### config.mk
export PLATFORM = sky130hd
export DESIGN_NAME = ram_fifo_ctrl
export DESIGN_NICKNAME = d
export VERILOG_FILES = /design/src/rtl/ram_fifo_ctrl.sv
export SDC_FILE = /design/constraint.sdc
export NUM_CORES = 1
export LEC_CHECK = 0
export BUFFER_PORTS_ARGS = -buffer_cell sky130_fd_sc_hd__buf_2
export CAP_MARGIN = 40
export CORE_MARGIN = 2
export CORE_UTILIZATION = 52
export CTS_CLUSTER_SIZE = 30
export DETAILED_ROUTE_END_ITERATION = 8
export GPL_ROUTABILITY_DRIVEN = 0
export HOLD_SLACK_MARGIN = 0.03
export PLACE_DENSITY = 0.85
export RECOVER_POWER = 25
export SYNTH_ARGS = -nofsm -noshare
export SYNTH_HDL_FRONTEND = slang
export SYNTH_SLANG_ARGS = --single-unit
### constraint.sdc
create_clock -name clock -period 9.71 [get_ports clock]
set_input_delay 0.971 -clock clock [delete_from_list [all_inputs] [get_ports clock]]
set_output_delay 0.971 -clock clock [all_outputs]
set_load 0.02 [all_outputs]
### src/rtl/ram_fifo_ctrl.sv
// FIFO controller over an external 2-port RAM (A write, B registered read) with a 2-entry output skid buffer.
// Empty-to-m_valid latency is 3 edges; s_ready drops when the RAM is full, m_valid holds data stable under m_ready stall.
module ram_fifo_ctrl #(
    parameter int DATA_WIDTH = 32,
    parameter int DEPTH      = 16,
    localparam int ADDR_WIDTH = $clog2(DEPTH),
    localparam int CNT_WIDTH  = $clog2(DEPTH + 3)
) (
    input  logic                    clock,
    input  logic                    reset,
    input  logic                    flush,
    input  logic                    s_valid,
    output logic                    s_ready,
    input  logic [DATA_WIDTH-1:0]   s_data,
    output logic                    m_valid,
    input  logic                    m_ready,
    output logic [DATA_WIDTH-1:0]   m_data,
    output logic [CNT_WIDTH-1:0]    count,
    output logic                    full,
    output logic                    empty,
    output logic                    ram_cen,
    output logic                    ram_wen_a,
    output logic [ADDR_WIDTH-1:0]   ram_addr_a,
    output logic [DATA_WIDTH-1:0]   ram_din_a,
    output logic                    ram_wen_b,
    output logic [DATA_WIDTH/8-1:0] ram_bwen_b,
    output logic [ADDR_WIDTH-1:0]   ram_addr_b,
    output logic [DATA_WIDTH-1:0]   ram_din_b,
    input  logic [DATA_WIDTH-1:0]   ram_dout_b
);

    logic [ADDR_WIDTH-1:0] wr_ptr;
    logic [ADDR_WIDTH-1:0] rd_ptr;
    logic [CNT_WIDTH-1:0]  mem_cnt;
    logic                  rd_pend;
    logic [1:0]            obuf_cnt;
    logic [DATA_WIDTH-1:0] obuf0;
    logic [DATA_WIDTH-1:0] obuf1;
    logic                  wr_en;
    logic                  pop;
    logic                  rd_issue;

    assign s_ready  = (mem_cnt != CNT_WIDTH'(DEPTH)) && !flush;
    assign wr_en    = s_valid && s_ready;
    assign m_valid  = (obuf_cnt != 2'd0);
    assign m_data   = obuf0;
    assign pop      = m_valid && m_ready && !flush;
    // Issue only if the word can land in the buffer alongside whatever is already pending.
    assign rd_issue = (mem_cnt != '0) && !flush &&
                      (({1'b0, obuf_cnt} + {2'b00, rd_pend} + 3'd1) <= (3'd2 + {2'b00, pop}));

    assign count = mem_cnt + CNT_WIDTH'(rd_pend) + CNT_WIDTH'(obuf_cnt);
    assign full  = (mem_cnt == CNT_WIDTH'(DEPTH));
    assign empty = (count == '0);

    assign ram_cen    = 1'b1;
    assign ram_wen_a  = wr_en && !reset;
    assign ram_addr_a = wr_ptr;
    assign ram_din_a  = s_data;
    assign ram_wen_b  = 1'b0;
    assign ram_bwen_b = '0;
    assign ram_addr_b = rd_ptr;
    assign ram_din_b  = '0;

    always_ff @(posedge clock or posedge reset) begin
        if (reset) begin
            wr_ptr   <= '0;
            rd_ptr   <= '0;
            mem_cnt  <= '0;
            rd_pend  <= 1'b0;
            obuf_cnt <= 2'd0;
            obuf0    <= '0;
            obuf1    <= '0;
        end else if (flush) begin
            wr_ptr   <= '0;
            rd_ptr   <= '0;
            mem_cnt  <= '0;
            rd_pend  <= 1'b0;
            obuf_cnt <= 2'd0;
        end else begin
            if (wr_en)
                wr_ptr <= (wr_ptr == ADDR_WIDTH'(DEPTH - 1)) ? '0 : wr_ptr + 1'b1;
            if (rd_issue)
                rd_ptr <= (rd_ptr == ADDR_WIDTH'(DEPTH - 1)) ? '0 : rd_ptr + 1'b1;
            if (wr_en && !rd_issue)
                mem_cnt <= mem_cnt + 1'b1;
            else if (!wr_en && rd_issue)
                mem_cnt <= mem_cnt - 1'b1;
            rd_pend <= rd_issue;

            if (rd_pend && pop) begin
                if (obuf_cnt == 2'd2) begin
                    obuf0 <= obuf1;
                    obuf1 <= ram_dout_b;
                end else begin
                    obuf0 <= ram_dout_b;
                end
            end else if (rd_pend) begin
                if (obuf_cnt == 2'd0)
                    obuf0 <= ram_dout_b;
                else
                    obuf1 <= ram_dout_b;
                obuf_cnt <= obuf_cnt + 2'd1;
            end else if (pop) begin
                obuf0    <= obuf1;
                obuf_cnt <= obuf_cnt - 2'd1;
            end
        end
    end

endmodule

* Word level (Yosys, flattened, before mapping)
Cells that the tools add are included.
Operators by class: eq/ne operators 9, reductions and logical operators 27, bitwise logic cells 1, order comparisons 1, add/sub/neg operators 11, muxes and demuxes 23
Operators with widths (count):
- two-way mux 32 bit | 9
- two-way mux 4 bit | 6
- two-way mux 5 bit | 3
- logical AND 1 bit | 10
- nonzero test 3 bit | 3
- adder 4 x 1 -> 4 bit (second input constant) | 2
- equality test 4 bit (second input constant) | 2
- two-way mux 2 bit | 4
- nonzero test 2 bit | 4
- adder 5 x 1 -> 5 bit | 1
- adder 5 x 1 -> 5 bit (second input constant) | 1
- adder 5 x 2 -> 5 bit | 1
- equality test 5 bit (second input constant) | 1
- logical NOT 5 bit | 1
- != test 5 bit (second input constant) | 1
- nonzero test 5 bit | 1
- subtractor 5 x 1 -> 5 bit (second input constant) | 1
- logical NOT 1 bit | 4
- != test 2 bit (second input constant) | 2
- AND reduction 4 bit | 1
- adder 2 x 1 -> 3 bit | 1
- adder 2 x 1 -> 3 bit (first input constant) | 1
- adder 3 x 1 -> 3 bit (second input constant) | 1
- <= comparator 3 bit | 1
- other kinds (10) | 10
Word-level totals: logic and storage cells 79, register bits 80, bits of input ports 69

* Longest topological paths before layout
word-level depth 10, depth in mapped cells 14

* Least setup slack after synthesis
Ideal clock, no wire load.
kind input to register, start point input port flush, end point register mem_cnt[4], slack 6.186 ns, data arrival time 3.438 ns, buffers on the path 1, data required time 9.623 ns, stages 12, path through buf_6 > nor2_1 > and2_1 > ha_1 > o221ai_4 > nand2_1 > fa_1 > a21o_1 > a21oi_1 > nor4_4 > a2111o_1 > o211ai_1
Between the ends: longest elaborated chain between the ends 9, elaborated cells between the ends (all ways) 15, classes of those cells add/sub (1); order compare (1); mux (2); reduce/logical (11)
Ends and longest elaborated chain:
- from (decl) | RTL line 11 | input logic flush,
- logical NOT 1 bit | RTL line 43, 47, 49
- logical AND 1 bit | RTL line 47 | assign pop = m_valid && m_ready && !flush;
- adder 2 x 1 -> 3 bit | RTL line 50 | (({1'b0, obuf_cnt} + {2'b00, rd_pend} + 3'd1) <= (3'd2 + {2'b00, pop}));
- <= comparator 3 bit | RTL line 50
- logical AND 1 bit | RTL line 49 | assign rd_issue = (mem_cnt != '0) && !flush &&
- logical NOT 1 bit | RTL line 85 | if (wr_en && !rd_issue)
- logical AND 1 bit | RTL line 85
- two-way mux 5 bit | RTL line 85
- two-way mux 5 bit | RTL line 74 | end else if (flush) begin
- to (signal assigned) | RTL line 86 | mem_cnt <= mem_cnt + 1'b1;
- to (signal assigned) | RTL line 88 | mem_cnt <= mem_cnt - 1'b1;
- to (decl) | RTL line 34 | logic [CNT_WIDTH-1:0] mem_cnt;
Parallel ways exist; a longest one is shown, timed or not. A chain may end at the register's enable or synchronous reset.

==> flow_summary_export.csv <==
group,metric,value,unit
setup_path,crit-reg2reg-launch,"obuf_cnt[1]",
cells_and_area,final.fill_count,688,
yosys,synth_largest_area_cell,"dfrtp_1",
pwr,pwr_density_cell,330,nW/um2
place,place.port_buffers,86,
routing,drtIter0Drc,117,
cells_and_area,finalInstanceArea,4720,um2
cells_and_area,nets,535,
timing,period_minus_slack,4.33,ns
yosys,synth_area,4330,um2
yosys,synthesis.area_per_instance,10.8,um2
setup_path,critPathRequiredTime,9.62,ns
global_routing,global_route.overflow_total,0,
hold_path,hp-start,"obuf1[28]",
yosys,ys_ff_latch,80,
yosys,synthDistinctLibCells,39,
routing,detail_route.drc_violations,0,
yosys,synth_warnings,0,
hold_path,hold_end,"obuf1[28]",
setup_path,worst_setup_path_end_kind,"asynchronous set/reset pin",
floorplan,chipHeight,95.2,um
timing,timing_worst_slew_pin_value,2.49,ns
yosys,netlist.area_leader.share,46.2,%
timing,relSlewSlack,-66.0,%
hold_path,min-delay-path-class,"flip-flop to flip-flop",
setup_path,reg2regPathDepth,13,
routing,routed_wire_per_std_cell,14.4,um
clock_tree,ctsLongestPathBuffers,2,
routing,totalWireLength,8.09,mm
floorplan,rows,33,
timing,timing.hold.ws,0.511,ns
clock_tree,cts_resized,0,
hold_path,min_delay_path_depth,1,
clock_tree,cts_tree,"done",
place,dpl-instance-area,4540,um2
place,hpwl,5.98,mm
clock_tree,htreeDepth,3,
clock_tree,cts.reportedPaths.clkPinSlew,0.08,ns
global_routing,first_global_vias,2812,
cells_and_area,flow.area_growth_from_synthesis,8.93,%
setup_path,startpoint_type,"input port",
outcome,run_status,"complete, but fails checks",
global_routing,grt.total_usage,18.5,%
routing,detailedRoute.firstPassIterationCount,4,
timing,setup-violations-final,0,
timing,fin_worst_skew,0.0111,ns
pwr,ir_drop,157,uV
yosys,synth_top_cells_by_area,"dfrtp_1 46%, buf_4 12%, mux2_2 8.6%, mux2i_1 7.6%, a21oi_1 4.4%",
run,max_cap_viol_count,2,
setup_path,kind_of_critical_path,"input port to asynchronous set/reset pin",
timing,final.period_utilization,44.6,%
clock_tree,holdBufCountCts,0,
cells_and_area,finalCoreUtilization,58.0,%
clock_tree,clockRootBuffer,"clkbuf_8",
setup_path,capture_point_of_the_worst_reg_to_reg_path,"mem_cnt[4]",
cells_and_area,layout-drive-gt1-share,32.3,%
timing,totalNegativeSetupSlack,0,ns
timing,slew_viol_final,83,
timing,timing_hold_violations_final,0,
clock_tree,cts_post_setup_buffers_inserted,0,
yosys,syn_inst,402,
routing,vias,2881,
global_routing,initial_antenna_violation_count,0,
routing,via_density_per_instance,5.12,
yosys,seq_area_frac_synth,46.2,%
setup_path,worst_ep_arrival_time,4.25,ns
setup_path,r2r_setup_slack,6.24,ns
floorplan,core_area,8130,um2
clock_tree,worst_skew_pair.late_latency,0.33,ns
global_routing,grt_start_max_net_pins,49,
global_routing,grt_pass1_wl,13.0,mm
timing,grt_setup_unrepaired,"no",
timing,fmaxAchievable,231,MHz
floorplan,floorplan.die_area,9070,um2
clock_tree,cts_inserted_buffers,9,
pwr,static-leakage-power,2.41,nW
setup_path,path_max_fanout,48,
cells_and_area,n_antenna_cell,0,
clock_tree,clock_sinks,80,
pwr,total_power,0.00156,W
outcome,violations,"max-capacitance violations, max-slew violations",
floorplan,die_span_x,95.2,um
routing,antenna_left,0,
floorplan,start_util,53.2,%
floorplan,design.portCount,189,
[how the worst max path moves through the flow]
stage,from,to,slack [ns],depth (start not counted)
after floorplan,flush,mem_cnt[4],6.19,12
final,reset,obuf1[8],5.38,4
after global placement,flush,mem_cnt[4],5.83,12
after detailed placement,flush,mem_cnt[4],5.66,13
after CTS,flush,mem_cnt[4],6.02,13
after global routing,reset,m_data[9],4.38,4
[registers in the layout, indices dropped and copies added (netlist names)]
signal / cells
m_data: 32
mem_cnt: 5
obuf1: 32
obuf_cnt: 2
ram_addr_a: 4
ram_addr_b: 4
rd_pend: 1
[synth_stat cells]
library cell   n
dfrtp_1       80
buf_4         70
nor2_1        43
a21oi_1       38
mux2_2        33
mux2i_1       33
nand2_1       13
clkbuf_1      10
ha_1           9
inv_1          9
o21ai_0        9
nand2b_1       5
xnor2_1        5
nand3_1        4
xor2_1         4
a21o_1         3
a22o_2         3
buf_2          3
fa_1           3
a31oi_1        2
buf_1          2
conb_1         2
nand4_1        2
nor3_1         2
a2111o_1       1
a21o_2         1
and2_1         1
buf_6          1
inv_6          1
mux2_4         1
nand3b_1       1
nor2b_1        1
nor4_1         1
nor4_4         1
o211ai_1       1
o21ai_1        1
o21ba_2        1
o221ai_4       1
or4_4          1
[per-stage QoR]
step | instances | worst slack, ns
after floorplan | 438 | 6.19
after global placement | 546 | 5.83
after detailed placement | 548 | 5.66
after CTS | 563 | 6.02
after global routing | 563 | 4.38
final | 563 | 5.38
[worst max-delay path: stages]
cell and delay (ns):
clkbuf_1 0.09, clkinvlp_2 0.06, clkbuf_1 1.24, clkbuf_1 1.85
[cell type report]
| cell class | count | area, um2 | share of cell area (%) |
|---|---|---|---|
| Sequential cell | 80 | 2000 | 42.5 |
| Clock buffer | 10 | 128 | 2.71 |
| Tap cell | 105 | 131 | 2.79 |
| Inverter | 10 | 43.8 | 0.929 |
| Timing Repair Buffer | 91 | 478 | 10.1 |
| Multi-Input combinational cell | 262 | 1850 | 39.2 |
| Clock inverter | 5 | 82.6 | 1.75 |
[metal layers]
layer	share of wire [%]	vias to the layer above	GRT usage, %	routed length [um]
li1	-	1354	-	-
met1	40	1406	22.6	3240
met2	52	113	32.0	4190
met3	7.0	8	3.48	563
met4	1.2	0	7.61	95
met5	0	-	0	0
[report_power, final]
part | leakage, nW | switching (W) | internal [W] | total (W)
sequential | 0.973 | 0.0000960 | 0.000484 | 0.000580
combinational | 1.33 | 0.000413 | 0.000301 | 0.000715
clock | 0.106 | 0.000118 | 0.000144 | 0.000262
[placed cells by master, fill, tap and decap left out, types with 4 or more instances in the layout]
master	synthesis	routed
mux2i_1	33	33
nand2b_1	5	5
buf_2	3	84
mux2_2	33	33
xor2_1	4	4
xnor2_1	5	5
dfrtp_1	80	80
nand2_1	13	13
nor2_1	43	43
inv_1	9	8
a21oi_1	38	37
clkbuf_8	0	9
o21ai_0	9	9
ha_1	9	9
clkbuf_1	10	5
conb_1	2	38
[kinds of logic after synthesis]
logic type | Yosys count | share of synthesized area [%]
flip-flops | 80 | 46.2
AND/OR/NAND/NOR | 75 | 7.92
AO/OA/AOI/OAI | 61 | 8.53
XOR/XNOR | 9 | 1.82
buffers and inverters | 96 | 14.8
other | 2 | 0.173
adder cells (fa/ha/maj) | 12 | 3.99
multiplexers | 67 | 16.6
Power figures use the tool's default switching activity.
